===== src/rtl/lighthouse_sweep_sequencer.sv =====
// Lighthouse v1 pulse sequencer: timestamps envelope pulses, classifies them
// by width, decodes sync codes and reports sweep centre times relative to the
// last non-skip sync.
//
// state  | meaning
// IDLE   | no valid reference sync; sweeps are ignored
// ARMED  | reference sync held; waiting for one sweep or the timeout
// DECODE | iteratively converting a sync width into its 3-bit code
module lighthouse_sweep_sequencer #(
    parameter int WIDTH         = 20,
    parameter int SYNC_MIN      = 1500,
    parameter int SWEEP_MIN     = 8,
    parameter int SYNC_BASE     = 3000,
    parameter int SYNC_STEP     = 500,
    parameter int SWEEP_TIMEOUT = 400000
) (
    input  logic             clk,
    input  logic             reset,
    input  logic             envelope,
    output logic             sync_valid,
    output logic             sync_skip,
    output logic             sync_data,
    output logic             sync_axis,
    output logic             sweep_valid,
    output logic             sweep_axis,
    output logic [WIDTH-1:0] sweep_time,
    output logic             timeout,
    output logic             overrun
);

    typedef enum logic [1:0] {IDLE, ARMED, DECODE} state_t;

    localparam logic [WIDTH-1:0] SYNC_MIN_W  = WIDTH'(SYNC_MIN);
    localparam logic [WIDTH-1:0] SWEEP_MIN_W = WIDTH'(SWEEP_MIN);
    localparam logic [WIDTH-1:0] STEP_W      = WIDTH'(SYNC_STEP);
    localparam logic [WIDTH-1:0] TIMEOUT_W   = WIDTH'(SWEEP_TIMEOUT);
    // Widths below half a step under the base all round down to code 0.
    localparam logic [WIDTH-1:0] DEC_THRESH  = WIDTH'(SYNC_BASE - SYNC_STEP / 2);

    state_t           state;
    state_t           prev_state;
    logic             env_s1;
    logic             env_s2;
    logic             env_d;
    logic [WIDTH-1:0] now;
    logic [WIDTH-1:0] rise_stamp;
    logic [WIDTH-1:0] sync_stamp;
    logic [WIDTH-1:0] cand_stamp;
    logic [WIDTH-1:0] cand_w;
    logic [WIDTH-1:0] rem;
    logic [2:0]       code;
    logic             dec_first;
    logic             ref_axis;

    logic             rise;
    logic             fall;
    logic [WIDTH-1:0] width;
    logic [WIDTH-1:0] elapsed;
    logic             is_glitch;
    logic             is_sync;
    logic             timed_out;
    logic             dec_done;
    logic [2:0]       dec_code;

    // Two-flop synchronizer followed by the edge register.
    always_ff @(posedge clk or posedge reset) begin
        if (reset) begin
            env_s1 <= 1'b0;
            env_s2 <= 1'b0;
            env_d  <= 1'b0;
        end else begin
            env_s1 <= envelope;
            env_s2 <= env_s1;
            env_d  <= env_s2;
        end
    end

    assign rise      = env_s2 & ~env_d;
    assign fall      = ~env_s2 & env_d;
    assign width     = now - rise_stamp;
    assign elapsed   = now - sync_stamp;
    assign is_glitch = (width < SWEEP_MIN_W);
    assign is_sync   = (width >= SYNC_MIN_W);
    assign timed_out = (elapsed >= TIMEOUT_W);

    // Decide whether the current DECODE cycle terminates and with which code.
    always_comb begin
        dec_done = 1'b0;
        dec_code = code;
        if (dec_first) begin
            if (cand_w < DEC_THRESH) begin
                dec_done = 1'b1;
                dec_code = 3'd0;
            end
        end else if (!((rem >= STEP_W) && (code != 3'd7))) begin
            dec_done = 1'b1;
        end
    end

    // Timestamp counter, pulse classification and sequencing FSM.
    always_ff @(posedge clk or posedge reset) begin
        if (reset) begin
            state       <= IDLE;
            prev_state  <= IDLE;
            now         <= '0;
            rise_stamp  <= '0;
            sync_stamp  <= '0;
            cand_stamp  <= '0;
            cand_w      <= '0;
            rem         <= '0;
            code        <= 3'd0;
            dec_first   <= 1'b0;
            ref_axis    <= 1'b0;
            sync_valid  <= 1'b0;
            sync_skip   <= 1'b0;
            sync_data   <= 1'b0;
            sync_axis   <= 1'b0;
            sweep_valid <= 1'b0;
            sweep_axis  <= 1'b0;
            sweep_time  <= '0;
            timeout     <= 1'b0;
            overrun     <= 1'b0;
        end else begin
            now         <= now + 1'b1;
            sync_valid  <= 1'b0;
            sweep_valid <= 1'b0;
            timeout     <= 1'b0;
            overrun     <= 1'b0;

            if (rise) begin
                rise_stamp <= now;
            end

            case (state)
                IDLE: begin
                    if (fall && is_sync) begin
                        cand_stamp <= rise_stamp;
                        cand_w     <= width;
                        prev_state <= IDLE;
                        dec_first  <= 1'b1;
                        state      <= DECODE;
                    end
                end
                ARMED: begin
                    if (fall && is_sync) begin
                        cand_stamp <= rise_stamp;
                        cand_w     <= width;
                        // An expired reference must not be revived by a skip sync.
                        prev_state <= timed_out ? IDLE : ARMED;
                        timeout    <= timed_out;
                        dec_first  <= 1'b1;
                        state      <= DECODE;
                    end else if (fall && !is_glitch) begin
                        sweep_time  <= rise_stamp - sync_stamp + (width >> 1);
                        sweep_axis  <= ref_axis;
                        sweep_valid <= 1'b1;
                        state       <= IDLE;
                    end else if (timed_out) begin
                        timeout <= 1'b1;
                        state   <= IDLE;
                    end
                end
                DECODE: begin
                    if (fall) begin
                        overrun <= 1'b1;
                    end
                    if (dec_done) begin
                        sync_skip  <= dec_code[2];
                        sync_data  <= dec_code[1];
                        sync_axis  <= dec_code[0];
                        sync_valid <= 1'b1;
                        dec_first  <= 1'b0;
                        if (!dec_code[2]) begin
                            sync_stamp <= cand_stamp;
                            ref_axis   <= dec_code[0];
                            state      <= ARMED;
                        end else begin
                            state <= prev_state;
                        end
                    end else if (dec_first) begin
                        rem       <= cand_w - DEC_THRESH;
                        code      <= 3'd0;
                        dec_first <= 1'b0;
                    end else begin
                        rem  <= rem - STEP_W;
                        code <= code + 3'd1;
                    end
                end
                default: state <= IDLE;
            endcase
        end
    end

endmodule

===== config.mk =====
export PLATFORM = sky130hd
export DESIGN_NAME = lighthouse_sweep_sequencer
export DESIGN_NICKNAME = d
export VERILOG_FILES = /design/src/rtl/lighthouse_sweep_sequencer.sv
export SDC_FILE = /design/constraint.sdc
export NUM_CORES = 1
export LEC_CHECK = 0
export BUFFER_PORTS_ARGS = -buffer_cell sky130_fd_sc_hd__buf_4
export CAP_MARGIN = 20
export CELL_PAD_IN_SITES_DETAIL_PLACEMENT = 0
export CELL_PAD_IN_SITES_GLOBAL_PLACEMENT = 1
export CORE_MARGIN = 2
export CORE_UTILIZATION = 45
export CTS_CLUSTER_DIAMETER = 120
export DETAILED_ROUTE_END_ITERATION = 7
export GPL_ROUTABILITY_DRIVEN = 0
export PLACE_DENSITY = 0.76
export SYNTH_ARGS = -nofsm -noshare
export SYNTH_HDL_FRONTEND = slang
export SYNTH_SLANG_ARGS = --single-unit

===== constraint.sdc =====
create_clock -name clk -period 6.7 [get_ports clk]
set_clock_uncertainty 0.2 [all_clocks]
set_input_delay 2.01 -clock clk [delete_from_list [all_inputs] [get_ports clk]]
set_output_delay 2.01 -clock clk [all_outputs]
set_load 0.01 [all_outputs]

Word level (Yosys, flattened, before mapping)
Index checks and enable logic that the tools add are counted.
{"block": "word_totals", "reg_bits": 160, "input_bits": 3, "out_inout_bits": 28, "word_cells": 98}
{"block": "classes", "add_sub_neg": 8, "magnitude_cmp": 5, "eq_ne": 8, "muxes": 31, "bitwise_logic": 7, "reduce_logical": 16}
{"operator": "20-bit subtractor", "count": 3}
{"operator": "20-bit by 1-bit adder with 20-bit output, second input constant", "count": 1}
{"operator": "20-bit by 19-bit adder with 20-bit output", "count": 1}
{"operator": "20-bit by 11-bit >= comparator with 1-bit output, second input constant", "count": 1}
{"operator": "20-bit by 19-bit >= comparator with 1-bit output, second input constant", "count": 1}
{"operator": "20-bit by 9-bit >= comparator with 1-bit output, second input constant", "count": 1}
{"operator": "20-bit by 12-bit less-than comparator with 1-bit output, second input constant", "count": 1}
{"operator": "20-bit by 4-bit less-than comparator with 1-bit output, second input constant", "count": 1}
{"operator": "20-bit 2-to-1 mux", "count": 1}
{"operator": "20-bit by 12-bit subtractor with 20-bit output, second input constant", "count": 1}
{"operator": "20-bit by 9-bit subtractor with 20-bit output, second input constant", "count": 1}
{"operator": "1-bit 2-to-1 mux", "count": 16}
{"operator": "2-bit 2-to-1 mux", "count": 8}
{"operator": "3-bit AND reduction", "count": 4}
{"operator": "3-bit 2-to-1 mux", "count": 3}
{"operator": "2-bit AND reduction", "count": 4}
{"operator": "2-bit != test, second input constant", "count": 3}
{"operator": "2-bit one-hot mux with 3 select lines", "count": 1}
{"operator": "1-bit inverter", "count": 5}
{"operator": "4-bit != test, second input constant", "count": 1}
{"operator": "2-bit one-hot mux with 2 select lines", "count": 1}
{"operator": "2-bit nonzero test", "count": 2}
{"operator": "3-bit by 1-bit adder with 3-bit output, second input constant", "count": 1}
{"operator": "1-bit logical AND", "count": 3}
{"operator": "9 further kinds", "count": 10}

Longest topological paths before layout
{"block": "depth", "word_depth": 7, "depth_mapped": 20, "ltp_nobuf": 20}

Worst setup path before layout
OpenSTA, ideal clock, no wires.
{"block": "synth_path", "path_kind": "register -> register", "start": "reg now[7]", "end": "reg sweep_time[18]", "setup_ns": 0.125, "arrival_time_ns": 4.372, "t_required_ns": 6.375, "path_slack_ns": 2.003, "path_stages_with_launch": 18, "n_path_buf": 1, "synth_period_minus_slack_ns": 4.697, "path_cell_list": "dfrtp_1 > ha_1 > clkbuf_1 > a21oi_1 > mux2_2 > nor4b_1 > inv_1 > fa_1 > inv_1 > ha_1 > a21oi_1 > a31oi_1 > a41oi_1 > a21oi_1 > a41oi_1 > nand3_1 > o311ai_0 > mux2_4"}
{"block": "synth_via", "elab_chain_len": 5, "elab_cells_between_ends": 9, "cone_classes": "2 x add/sub; 2 x order compare; 1 x bitwise; 4 x reduce/logical"}
{"element": "from (decl)", "line": "45", "source": "logic [WIDTH-1:0] now;"}
{"element": "from (signal assigned)", "line": "124", "source": "now <= now + 1'b1;"}
{"element": "20-bit subtractor *", "line": "80", "source": "assign width = now - rise_stamp;"}
{"element": "20-bit by 4-bit less-than comparator with 1-bit output / 20-bit by 11-bit >= comparator with 1-bit output (equally long branches)", "line": "82, 83"}
{"element": "1-bit logical NOT / 1-bit logical AND (equally long branches)", "line": "153, 145"}
{"element": "1-bit logical AND / 1-bit inverter (equally long branches)"}
{"element": "3-bit AND reduction (no line)"}
{"element": "to (signal assigned)", "line": "154", "source": "sweep_time <= rise_stamp - sync_stamp + (width >> 1);"}
{"element": "to (decl)", "line": "26", "source": "output logic [WIDTH-1:0] sweep_time,"}
Every way passes the cells marked *; elsewhere a longest branch is shown, timed or not.
A chain may end at the register's enable or synchronous reset.

Final worst setup path
Same ends and word-level chain as after synthesis.

==> flow_summary.yaml <==
cells_and_area:
  final_nets: 1218
  syn_to_final_growth_pct: 10.60
  regArea_um2: 3979
  final_cells: 1462
  multiInputGateArea_um2: 6177
  final_common_cell: "dfrtp_1"
  fill_cells: 2184
  final_area_um2: 11810
  layout_common_cells: "dfrtp_1, inv_1, nand2_1"
  drive_gt1_share_pct: 14.79
  antenna_cells: 0
synth:
  ys_seq_area_share_pct: 37.25
  synthArstFlopShare_pct: 100.0
  ys_types: 81
  synth_seq_cells: 159
  yosys.area_share.adder_pct: 10.94
  synth_top_family_by_area: "compound AO/OA/AOI/OAI gates"
  synth_edf_count: 0
  syn_inst: 1107
  synth_mux_area_share_pct: 9.828
  yosysTopAreaCell: "dfrtp_1"
  synthFlopType: "dfrtp_1"
  synth-xor-area-share_pct: 6.349
  avgSynthCellArea_um2: 9.649
  synth-simple-area-share_pct: 14.78
  syn_area_um2: 10680
  synth_top_area_share_pct: 37.25
  ys_top_cells_by_area: "dfrtp_1, ha_1, mux2_2, xnor2_1, inv_1"
  synth-compound-area-share_pct: 15.81
  synth_fp_nets: 1195
  yosys_warnings: 0
power:
  p_total_uw: 3748
  p_int_uw: 2334
  p_per_area_nw_per_um2: 317.3
  peakVddDrop_mv: 0.1849
  switching_share_pct: 37.72
  pwr-share-clk_pct: 26.4
  p_sw_uw: 1414
  p_leak_uw: 0.005530
  p_comb_share_pct: 38.0
  power_frac_seq_pct: 35.6
timing:
  fin_crit_sh_pct: 79.48
  maxSlewViolCount: 0
  setup_viol: 0
  worst_slew_pin_slew_ps: 1062
  fin_tns_setup_ps: 0
  relSlewSlack_pct: 27.36
  hold_violations: 0
  fin_ws_ps: 1375
  max_freq_mhz: 187.8
  rsz0062_at_grt: "no"
  timing.final.crit_period_ps: 5325
drt:
  remaining_drc_errors: 0
  dr.first_iter.drc_count: 532
  viasPerCell: 5.443
  vias: 7957
  first_pass_iters: 5
  wire_per_inst_um: 16.96
  postRouteAntennaNets: 0
  finalWirelength_um: 24800
floorplanning:
  core_um2: 23400
  die_area_um2: 24980
  die_x_um: 158.1
  rows: 56
  die_y_um: 158.1
  ioPinCount: 31
  initial_core_util_pct: 45.64
hold_path:
  holdPathEnd: "env_s2$_DFF_PP0_"
  min_from: "env_s1$_DFF_PP0_"
  hold_class: "register to register"
  holdPathStages: 0
clock_tree:
  cts-root-buf: "clkbuf_16"
  cts_sinks: 159
  clk_latency_ps: 430
  cts_buffer_depth: 2
  ctsResizeCount: 0
  htree_levels: 4
  cts_hold_buffers: 0
  numCtsBuffers: 17
  clk_pin_slew_ps: 70
  post_cts_buffers: 0
  cts_tree: "yes"
critical_path:
  r2r_slack_ps: 1370
  required_ps: 6810
  critPathArrivalTime_ps: 5430
  r2r-end: "sweep_time[18]$_DFFE_PP0P_"
  path_class: "register to register"
  r2r_cells: 16
  start_kind: "register"
  critPathMaxFanout: 8
  critPathCaptureType: "register"
  timing.rr.start: "now[7]$_DFF_PP0_"
status:
  status: "completed"
placed_design:
  pre_cts_ws_ps: 1426
  dp_cells: 1430
  dpl.hpwl_um: 18950
  numPortBuffers: 30
  dpl_cell_area_um2: 11220
global_routing:
  grt_antenna_before_repair: 0
  grt_max_degree: 58
  grt_pass1_vias: 7592
  grt_first_pass_wirelength_um: 40690
  grt_util_all_layers_pct: 21.05
  overflow: 0
job:
  max_cap_viol_count: 0
## power groups by stage
| stage | Clock [uW] | Sequential [uW] | Combinational [uW] |
|---|---|---|---|
| 2_1_floorplan | 0 | 1300 | 1130 |
| 3_3_place_gp | 0 | 1350 | 1410 |
| 3_5_place_dp | 0 | 1350 | 1430 |
| 4_1_cts | 1010 | 1330 | 1440 |
| 5_1_grt | 1050 | 1370 | 1600 |
| 6_report | 991 | 1330 | 1420 |
## worst max path at each step
stage | startpoint | depth (start not counted) | slack [ps] | end
2_1_floorplan | reset | 1 | 200 | cand_stamp[0]$_DFFE_PP0P_
3_3_place_gp | now[7]$_DFF_PP0_ | 15 | 1510 | sweep_time[17]$_DFFE_PP0P_
3_5_place_dp | now[7]$_DFF_PP0_ | 17 | 1430 | sweep_time[17]$_DFFE_PP0P_
4_1_cts | now[7]$_DFF_PP0_ | 16 | 1380 | sweep_time[18]$_DFFE_PP0P_
5_1_grt | now[0]$_DFF_PP0_ | 20 | 910 | sweep_time[19]$_DFFE_PP0P_
6_report | now[7]$_DFF_PP0_ | 16 | 1370 | sweep_time[18]$_DFFE_PP0P_
## worst max-delay path, stage by stage (launching register included)
cell and delay (ps):
dfrtp_1 470, ha_1 440, a21oi_1 490, mux2_2 400
nor4b_1 510, inv_1 170, fa_1 560, inv_1 40
ha_1 320, a21oi_1 80, a31oi_1 290, a41oi_1 250
a21oi_1 310, a41oi_1 180, nand3_1 100, o311ai_0 120
mux2_4 280
## final cells by class
class	instances	share of cell area, %
clock inverter	13	1.186
timing repair buffer	39	2.478
sequential	159	33.68
multi-input combinational	815	52.29
tap	319	3.379
clock buffer	19	3.834
inverter	98	3.156
## cell families after synthesis
logic type      Yosys count
xor+xnor                 75
fa+ha+maj                85
flops                   159
mux                      88
buf+inv                 133
compound gates          255
simple gates            312
## layer usage
layer | wire length (um) | GRT usage, % | up-vias
met5 | 0 | 0 | -
met4 | 280 | 4.976 | 0
met3 | 687 | 3.093 | 18
met2 | 11590 | 33.75 | 96
met1 | 12240 | 30.10 | 3829
li1 | - | - | 4014
## flip-flops by register name (all words and copies together) (netlist names), 2 cells and up
signal and flops:
cand_stamp 20, cand_w 20, code 3, now 20
rem 20, rise_stamp 20, state 2, sweep_time 20
sync_stamp 20
## stage by stage
stage | utilization (%) | hold WS [ps]
finish | 50.48 | 152.2
global route | 50.48 | 181.7
CTS | 50.48 | 152.7
detailed placement | 47.95 | 137.0
global placement | 47.95 | 134.1
floorplan | - | 131.2
## Yosys cell counts (all sizes together) (4+ instances only)
library cell / number
dfrtp: 159
inv: 97
mux2: 78
nand2: 77
ha: 71
nor2: 69
a21oi: 63
o21ai: 63
xnor2: 50
nor3: 37
nand3: 29
clkbuf: 27
xor2: 24
and3: 15
a21o: 14
fa: 14
a31oi: 13
nor2b: 13
nand2b: 11
o21a: 11
mux2i: 10
nor4: 10
o211ai: 10
o21bai: 9
buf: 8
nand4: 8
a211oi: 7
o311ai: 7
a22oi: 6
a41oi: 6
and2: 6
nand3b: 6
o22a: 6
or3: 6
or4: 6
a311oi: 5
or2: 5
o31ai: 4
No activity file was read; power rests on OpenSTA's default activity.
